<file path="config.mk">
export PLATFORM = sky130hd
export DESIGN_NAME = shi_load_256_flat
export DESIGN_NICKNAME = d
export VERILOG_FILES = /design/src/rtl/shi_load_256_if.sv /design/src/rtl/shi_load_256.sv /design/src/flat_wrapper.sv
export SDC_FILE = /design/constraint.sdc
export NUM_CORES = 1
export LEC_CHECK = 0
export CAP_MARGIN = 30
export CORE_ASPECT_RATIO = 0.8
export CORE_UTILIZATION = 50
export DETAILED_ROUTE_END_ITERATION = 10
export MAX_ROUTING_LAYER = met4
export PLACE_DENSITY = 0.79
export SLEW_MARGIN = 20
export SYNTH_ARGS = -nofsm -noshare
export SYNTH_HDL_FRONTEND = slang
export SYNTH_SLANG_ARGS = --single-unit
</file>
<file path="constraint.sdc">
create_clock -name clk -period 2.38 [get_ports clk]
set_input_delay 0.476 -clock clk [delete_from_list [all_inputs] [get_ports clk]]
set_output_delay 0.476 -clock clk [all_outputs]
set_load 0.03 [all_outputs]
</file>
<file path="src/rtl/shi_load_256_if.sv">
// Operand-load and shift-out bus for shi_load_256: a valid/ready operand port in,
// plus a word/strobe feed to a downstream 16-stage shift register.
interface shi_load_256_if;
    logic         in_valid;
    logic         in_ready;
    logic [255:0] din;
    logic         pause;
    logic [15:0]  word_out;
    logic         we;
    logic         busy;
    logic         done;

    modport master (
        output in_valid, din, pause,
        input  in_ready, word_out, we, busy, done
    );

    modport slave (
        input  in_valid, din, pause,
        output in_ready, word_out, we, busy, done
    );
endinterface

</file>
<file path="src/rtl/shi_load_256.sv">
// Latches a 256-bit operand and streams it as 16 x 16-bit words into a downstream
// shift register, one word per strobe, with pause stalling and a one-cycle done pulse.
module shi_load_256 #(
    parameter bit MSW_FIRST = 1'b0
) (
    input  logic           clk,
    input  logic           rst,
    shi_load_256_if.slave  bus
);

    typedef enum logic [1:0] {
        IDLE  = 2'd0,
        SHIFT = 2'd1,
        DONE  = 2'd2
    } state_t;

    state_t         state_q, state_d;
    logic [3:0]     cnt_q, cnt_d;
    logic [255:0]   hold_q, hold_d;

    logic [3:0]     idx;
    logic           in_ready_o;
    logic           we_o;
    logic [15:0]    word_out_o;
    logic           busy_o;
    logic           done_o;

    always_ff @(posedge clk) begin
        if (rst) begin
            state_q <= IDLE;
            cnt_q   <= 4'd0;
            hold_q  <= '0;
        end else begin
            state_q <= state_d;
            cnt_q   <= cnt_d;
            hold_q  <= hold_d;
        end
    end

    // Outputs depend only on registered state plus pause, so the strobe never
    // combinationally follows in_valid/din.
    always_comb begin
        state_d    = state_q;
        cnt_d      = cnt_q;
        hold_d     = hold_q;
        in_ready_o = 1'b0;
        we_o       = 1'b0;
        word_out_o = 16'd0;
        busy_o     = 1'b0;
        done_o     = 1'b0;
        idx        = MSW_FIRST ? (4'd15 - cnt_q) : cnt_q;

        case (state_q)
            IDLE: begin
                in_ready_o = 1'b1;
                if (bus.in_valid) begin
                    hold_d  = bus.din;
                    cnt_d   = 4'd0;
                    state_d = SHIFT;
                end
            end
            SHIFT: begin
                busy_o = 1'b1;
                if (!bus.pause) begin
                    we_o       = 1'b1;
                    word_out_o = hold_q[{idx, 4'b0000} +: 16];
                    cnt_d      = cnt_q + 4'd1;
                    if (cnt_q == 4'd15) begin
                        state_d = DONE;
                    end
                end
            end
            DONE: begin
                busy_o  = 1'b1;
                done_o  = 1'b1;
                state_d = IDLE;
            end
            default: begin
                state_d = IDLE;
            end
        endcase
    end

    assign bus.in_ready = in_ready_o;
    assign bus.we       = we_o;
    assign bus.word_out = word_out_o;
    assign bus.busy     = busy_o;
    assign bus.done     = done_o;

endmodule

</file>
<file path="src/flat_wrapper.sv">
// flat-port wrapper written by rule: the top's interface ports become plain ports
module shi_load_256_flat 
#(
    parameter bit MSW_FIRST = 1'b0
)
  (clk, rst, bus_in_valid, bus_din, bus_pause, bus_in_ready, bus_word_out, bus_we, bus_busy, bus_done);
  shi_load_256_if bus_i ();
  input  logic clk;
  input  logic rst;
  input wire logic [$bits(bus_i.in_valid)-1:0] bus_in_valid;
  input wire logic [$bits(bus_i.din)-1:0] bus_din;
  input wire logic [$bits(bus_i.pause)-1:0] bus_pause;
  output wire logic [$bits(bus_i.in_ready)-1:0] bus_in_ready;
  output wire logic [$bits(bus_i.word_out)-1:0] bus_word_out;
  output wire logic [$bits(bus_i.we)-1:0] bus_we;
  output wire logic [$bits(bus_i.busy)-1:0] bus_busy;
  output wire logic [$bits(bus_i.done)-1:0] bus_done;
  assign bus_i.in_valid = bus_in_valid;
  assign bus_i.din = bus_din;
  assign bus_i.pause = bus_pause;
  assign bus_in_ready = bus_i.in_ready;
  assign bus_word_out = bus_i.word_out;
  assign bus_we = bus_i.we;
  assign bus_busy = bus_i.busy;
  assign bus_done = bus_i.done;
  shi_load_256 #(.MSW_FIRST(MSW_FIRST)) u_core (.clk(clk), .rst(rst), .bus(bus_i));
endmodule
</file>
After elaboration in Yosys (flattened, before gate mapping)
Index checks and enable logic that the tools add are counted.
{ "totals": {"output_inout_bits": 20, "register_bits": 262} }
{ "classes": {"reduce_logical": 6, "eq_ne": 6, "shift": 1, "addsub": 1, "n_mux": 14} }
{ "ops": {"columns": ["operator", "count"], "rows": [
  ["indexed part select 256 x 9 -> 16 bit", 1],
  ["two-way mux 16 bit", 2],
  ["two-way mux 4 bit", 2],
  ["one-hot mux 4 bit (2 select lines)", 1],
  ["two-way mux 2 bit", 3],
  ["AND reduction 3 bit", 2],
  ["two-way mux 1 bit", 5],
  ["adder 4 x 1 -> 4 bit (second input constant)", 1],
  ["equality test 4 bit (second input constant)", 1],
  ["!= test 2 bit (second input constant)", 2],
  ["one-hot mux 2 bit (2 select lines)", 1],
  ["equality test 2 x 1 -> 1 bit (second input constant)", 1],
  ["equality test 2 bit (second input constant)", 1],
  ["zero test 2 bit", 1],
  ["!= test 2 x 1 -> 1 bit (second input constant)", 1],
  ["AND reduction 2 bit", 1],
  ["nonzero test 2 bit", 1],
  ["OR reduction 2 bit", 1]
]} }

Longest topological paths before layout
{ "logic_depth": {"word_depth": 4, "mapped_depth": 9} }

Worst setup path before layout
Ideal clock, no wire load.
{ "synth_path": {"kind": "register to output", "startpoint": "register u_core.state_q[1]", "endpoint": "output bus_word_out[0]", "path_slack_ns": 0.153, "stages_incl_launch_ff": 7, "required_ns": 1.904, "t_arrival_ns": 1.751, "path_cell_list": "dfxtp_1 inv_1 ha_1 nor2b_1 buf_4 nand2b_1 o21ai_0"} }
{ "synth_between": {"elab_chain_len": 2} }
{ "synth_rtl": {"columns": ["item", "line", "source"], "rows": [
  ["start, declared", "shi_load_256.sv:17", "state_t state_q, state_d;"],
  ["start signal, assigned", "shi_load_256.sv:34", "state_q <= state_d;"],
  ["equality test 2 x 1 -> 1 bit", "shi_load_256.sv:53", "case (state_q)"],
  ["two-way mux 16 bit", "shi_load_256.sv:53", null],
  ["end, declared", "flat_wrapper.sv:14", "output wire logic [$bits(bus_i.word_out)-1:0] bus_word_out;"]
]} }
No other way between the ends.

Final worst setup path
{ "layout_path": {"startpoint": "register u_core.cnt_q[0]", "endpoint": "output bus_word_out[8]"} }
{ "layout_between": {"elab_chain_len": 3} }
{ "layout_rtl": {"columns": ["item", "line", "source"], "rows": [
  ["start, declared", "shi_load_256.sv:18", "logic [3:0] cnt_q, cnt_d;"],
  ["start signal, assigned", "shi_load_256.sv:35", "cnt_q <= cnt_d;"],
  ["indexed part select 256 x 9 -> 16 bit", "shi_load_256.sv:66", "word_out_o = hold_q[{idx, 4'b0000} +: 16];"],
  ["two-way mux 16 bit", "shi_load_256.sv:64", "if (!bus.pause) begin"],
  ["two-way mux 16 bit", "shi_load_256.sv:53", null]
]} }
No other way between the ends.

==> flow_summary_export.csv <==
group,metric,value,unit
sta,slew_viol_final,0,
logic_synthesis,ys_warn_count,0,
placed_design,post_dp_cell_area,14300,sq um
clock_network,htreeDepth,1,
layout,postLayoutCoreUtil,74.0,%
sta,slew_headroom,56.2,%
logic_synthesis,yosys.area_share.simple,20.2,%
logic_synthesis,synth_area_per_cell,8.03,sq um
sta,grt_setup_unrepaired,"yes",
route,route.met2.wl,17.0,mm
clock_network,cts_buffers,26,
layout,drive_gt1_share,14.2,%
logic_synthesis,yosys.cell_types.count,32,
logic_synthesis,synth_area,11300,sq um
logic_synthesis,synth_top_family_by_area,"simple AND/OR/NAND/NOR gates",
logic_synthesis,yosysSeqAreaShare,46.4,%
clock_network,clock_sinks,262,
setup_path,cp_slowest_stage_delay,0.45,ns
floorplanning,start_util,51.8,%
run,drv_cap,0,
floorplanning,pin_count,280,
floorplanning,fp.dieW,170,microns
sta,worstMarginPinSlew,0.657,ns
logic_synthesis,synth-compound-area-share,15.6,%
logic_synthesis,synth_nets,1673,
sta,holdWs,0.391,ns
layout,syn_to_final_growth,43.0,%
sta,hold_viol,0,
setup_path,worstSetupPathType,"register to output port",
global_route,grt_max_degree,99,
route,wl_per_cell,19.0,microns
route,wl_met1,16.5,mm
power,leakage,5.78,nW
setup_path,path_cells,"buf_16 -> mux2i_1 -> a22oi_1 -> nand2_1 -> o21ai_2 -> buf_6",
floorplanning,die_area,23200,sq um
run_status,status,"complete, but fails checks",
sta,setup_ws,-0.312,ns
logic_synthesis,synth_fa_ha_area_share,0.442,%
clock_network,holdBufCountCts,0,
placed_design,portBuffers,279,
global_route,first_global_vias,10117,
sta,fin_setup_tns,-4.02,ns
route,vias,10897,
clock_network,clk_latency,0.53,ns
route,firstDrtPassIters,5,
layout,final_area,16200,sq um
setup_path,worstPathArrival,2.22,ns
logic_synthesis,ys_seq_elements,262,
setup_path,crit_start,"u_core.cnt_q[0]$_SDFFE_PP0P_",
floorplanning,core_area,21900,sq um
floorplanning,fp.dieH,137,microns
route,highest_layer,"met4",
route,detail-route-antenna-nets,0,
global_route,overflow,0,
worst_hold_path,hold_start,"rst",
global_route,grt_pass1_wl,55.0,mm
setup_path,rr_startpoint,"u_core.state_q[0]$_SDFFE_PP0P_",
route,drc,0,
sta,fin_crit,2.69,ns
placed_design,hpwl,25.9,mm
global_route,globalRouteTotalUtil,32.0,%
setup_path,crit_slowest_cell,"mux2i_1",
layout,layout.nets,1916,
global_route,grt_antenna_before_repair,0,
clock_network,cts-root-buf,"clkbuf_16",
layout,num_antenna_cells,0,
logic_synthesis,syn_inst,1409,
run_status,violations,"setup timing",
power,power_per_cell_area,869,nW/um^2
clock_network,tritoncts,"yes",
route,first_iter_violations,1163,
route,routed_wl,37.4,mm
worst_hold_path,min_path_type,"input pin to register",
placed_design,gp_congestion,0.885,
logic_synthesis,synthMuxAreaShare,11.9,%
clock_network,clk_path_buf_depth,3,
setup_path,cp-start-kind,"register",
sta,final.setup_skew,0.0130,ns
route,via_per_inst,5.53,
setup_path,worstPathMaxFanout,38,
logic_synthesis,synthXorXnorAreaFrac,0.155,%
power,ir_drop,486,uV
setup_path,crit_required,1.90,ns
sta,setup_violations,16,
clock_network,path_clk_slew,0.06,ns
floorplanning,num_rows,48,
setup_path,worstSetupEndpointType,"output port",
route,met3WireLength,3.04,mm
sta,fmax,0.371,GHz
sta,period_share,113,%
## cell usage after synthesis
library cell  count  share of area, %
o211ai_1          1             0.066
buf_1             2             0.066
mux4_2           17               3.4
nor2b_1           6              0.33
mux2_2            1              0.10
buf_6            10               1.0
mux2i_1          95               8.4
o21ai_1          13              0.58
a22oi_1          47               3.1
a21oi_1         258                11
o21ai_0           4              0.18
buf_4             6              0.40
nand2_1         530                18
and2_1            3              0.17
clkbuf_2          1             0.044
clkbuf_4          1             0.066
clkbuf_1         58               1.9
inv_1             2             0.066
nor3b_1           1             0.066
nand2b_1         17              0.94
nor3_1            1             0.044
nand3_1          15              0.66
buf_12            1              0.18
buf_2            38               1.7
ha_1              4              0.44
dfxtp_1         262                46
xor2_1            2              0.15
a32oi_1           1             0.077
nor2_1            9              0.30
o2111ai_1         1             0.077
nand4b_1          1             0.077
o21bai_1          1             0.066
## per-stage QoR
step,power [W],setup WS [ns],std cells
final,0.0141,-0.312,1970
after floorplan,0.00810,0.153,1409
after global routing,0.0147,-0.314,1970
after global placement,0.00958,-0.00993,1904
after CTS,0.0138,-0.279,1966
after detailed placement,0.00965,-0.0455,1904
## where the power goes
group          total [W]  switching, W  internal (W)
sequential       0.00566      0.000498       0.00516
clock            0.00395       0.00169       0.00226
combinational    0.00445       0.00261       0.00184
total             0.0141       0.00480       0.00925
## worst paths after layout
kind	to	slack, ns	cells after the start
setup / recovery	bus_word_out[8]	-0.31	6
hold / removal	u_core.cnt_q[1]$_SDFFE_PP0P_	0.39	2
setup reg to reg	u_core.hold_q[81]$_SDFFE_PP0P_	0.55	7
hold reg to reg	u_core.hold_q[95]$_SDFFE_PP0P_	0.45	2
## state kept, by name, indices dropped and copies added, names as in the netlist
| name | cells |
|---|---|
| u_core.state_q | 2 |
| u_core.cnt_q | 4 |
| u_core.hold_q | 256 |
## area by class of cell
type,instances,area [sq um]
timing repair buffer,332,3530
sequential,262,5250
multi-input combinational,1028,6190
fill,1636,5680
inverter,2,7.51
clock buffer,41,788
tap,300,375
clock inverter,5,27.5
## cells in the final DEF, fill, tap and decap left out, types with 4 or more instances in the layout
| cell | synthesis | routed |
|---|---|---|
| nor2_1 | 9 | 7 |
| a21oi_1 | 258 | 258 |
| mux2i_4 | 0 | 19 |
| buf_6 | 10 | 14 |
| dfxtp_1 | 262 | 259 |
| buf_16 | 0 | 4 |
| buf_12 | 1 | 17 |
| nand3_4 | 0 | 6 |
| nand3_2 | 0 | 9 |
| a22oi_2 | 0 | 6 |
| nand2b_4 | 0 | 15 |
| clkinv_2 | 0 | 4 |
| mux2i_1 | 95 | 47 |
| o21ai_2 | 0 | 12 |
| ha_1 | 4 | 4 |
| mux4_2 | 17 | 17 |
| clkbuf_1 | 58 | 8 |
| clkbuf_8 | 0 | 7 |
| buf_4 | 6 | 32 |
| nand2_1 | 530 | 528 |
| mux2i_2 | 0 | 29 |
| a22oi_1 | 47 | 41 |
| clkbuf_16 | 0 | 28 |
| clkdlybuf4s50_1 | 0 | 259 |
## layer usage
layer,GRT usage [%],vias to the layer above
li1,-,5197
met1,42.6,5192
met2,48.7,445
met3,6.74,63
met4,9.81,0
met5,-,-
## kinds of logic (layout without fill, tap and decap cells)
kind of cell    after synthesis  count (layout)
compound gates              326             326
xor+xnor                      2               2
fa+ha+maj                     4               4
buf+inv                     119             380
flops                       262             262
mux                         113             113
simple gates                583             583
## worst max-delay path, delay by kind of cell, from the launching register on
| kind | cells | cell delay [ns] |
|---|---|---|
| multiplexers | 1 | 0.45 |
| buffers and inverters | 2 | 0.43 |
| flip-flops | 1 | 0.42 |
| AO/OA/AOI/OAI | 2 | 0.22 |
| AND/OR/NAND/NOR | 1 | 0.12 |
## what timing repair did
action | in CTS | in global routing
gates resized for setup | 125 | 45
pin swaps | 3 | 4
setup endpoints to repair | 17 | 17
hold endpoints to repair | 0 | 0
cloned | 3 | 1
buffers inserted | 14 | 4
No activity file was read; power rests on OpenSTA's default activity.
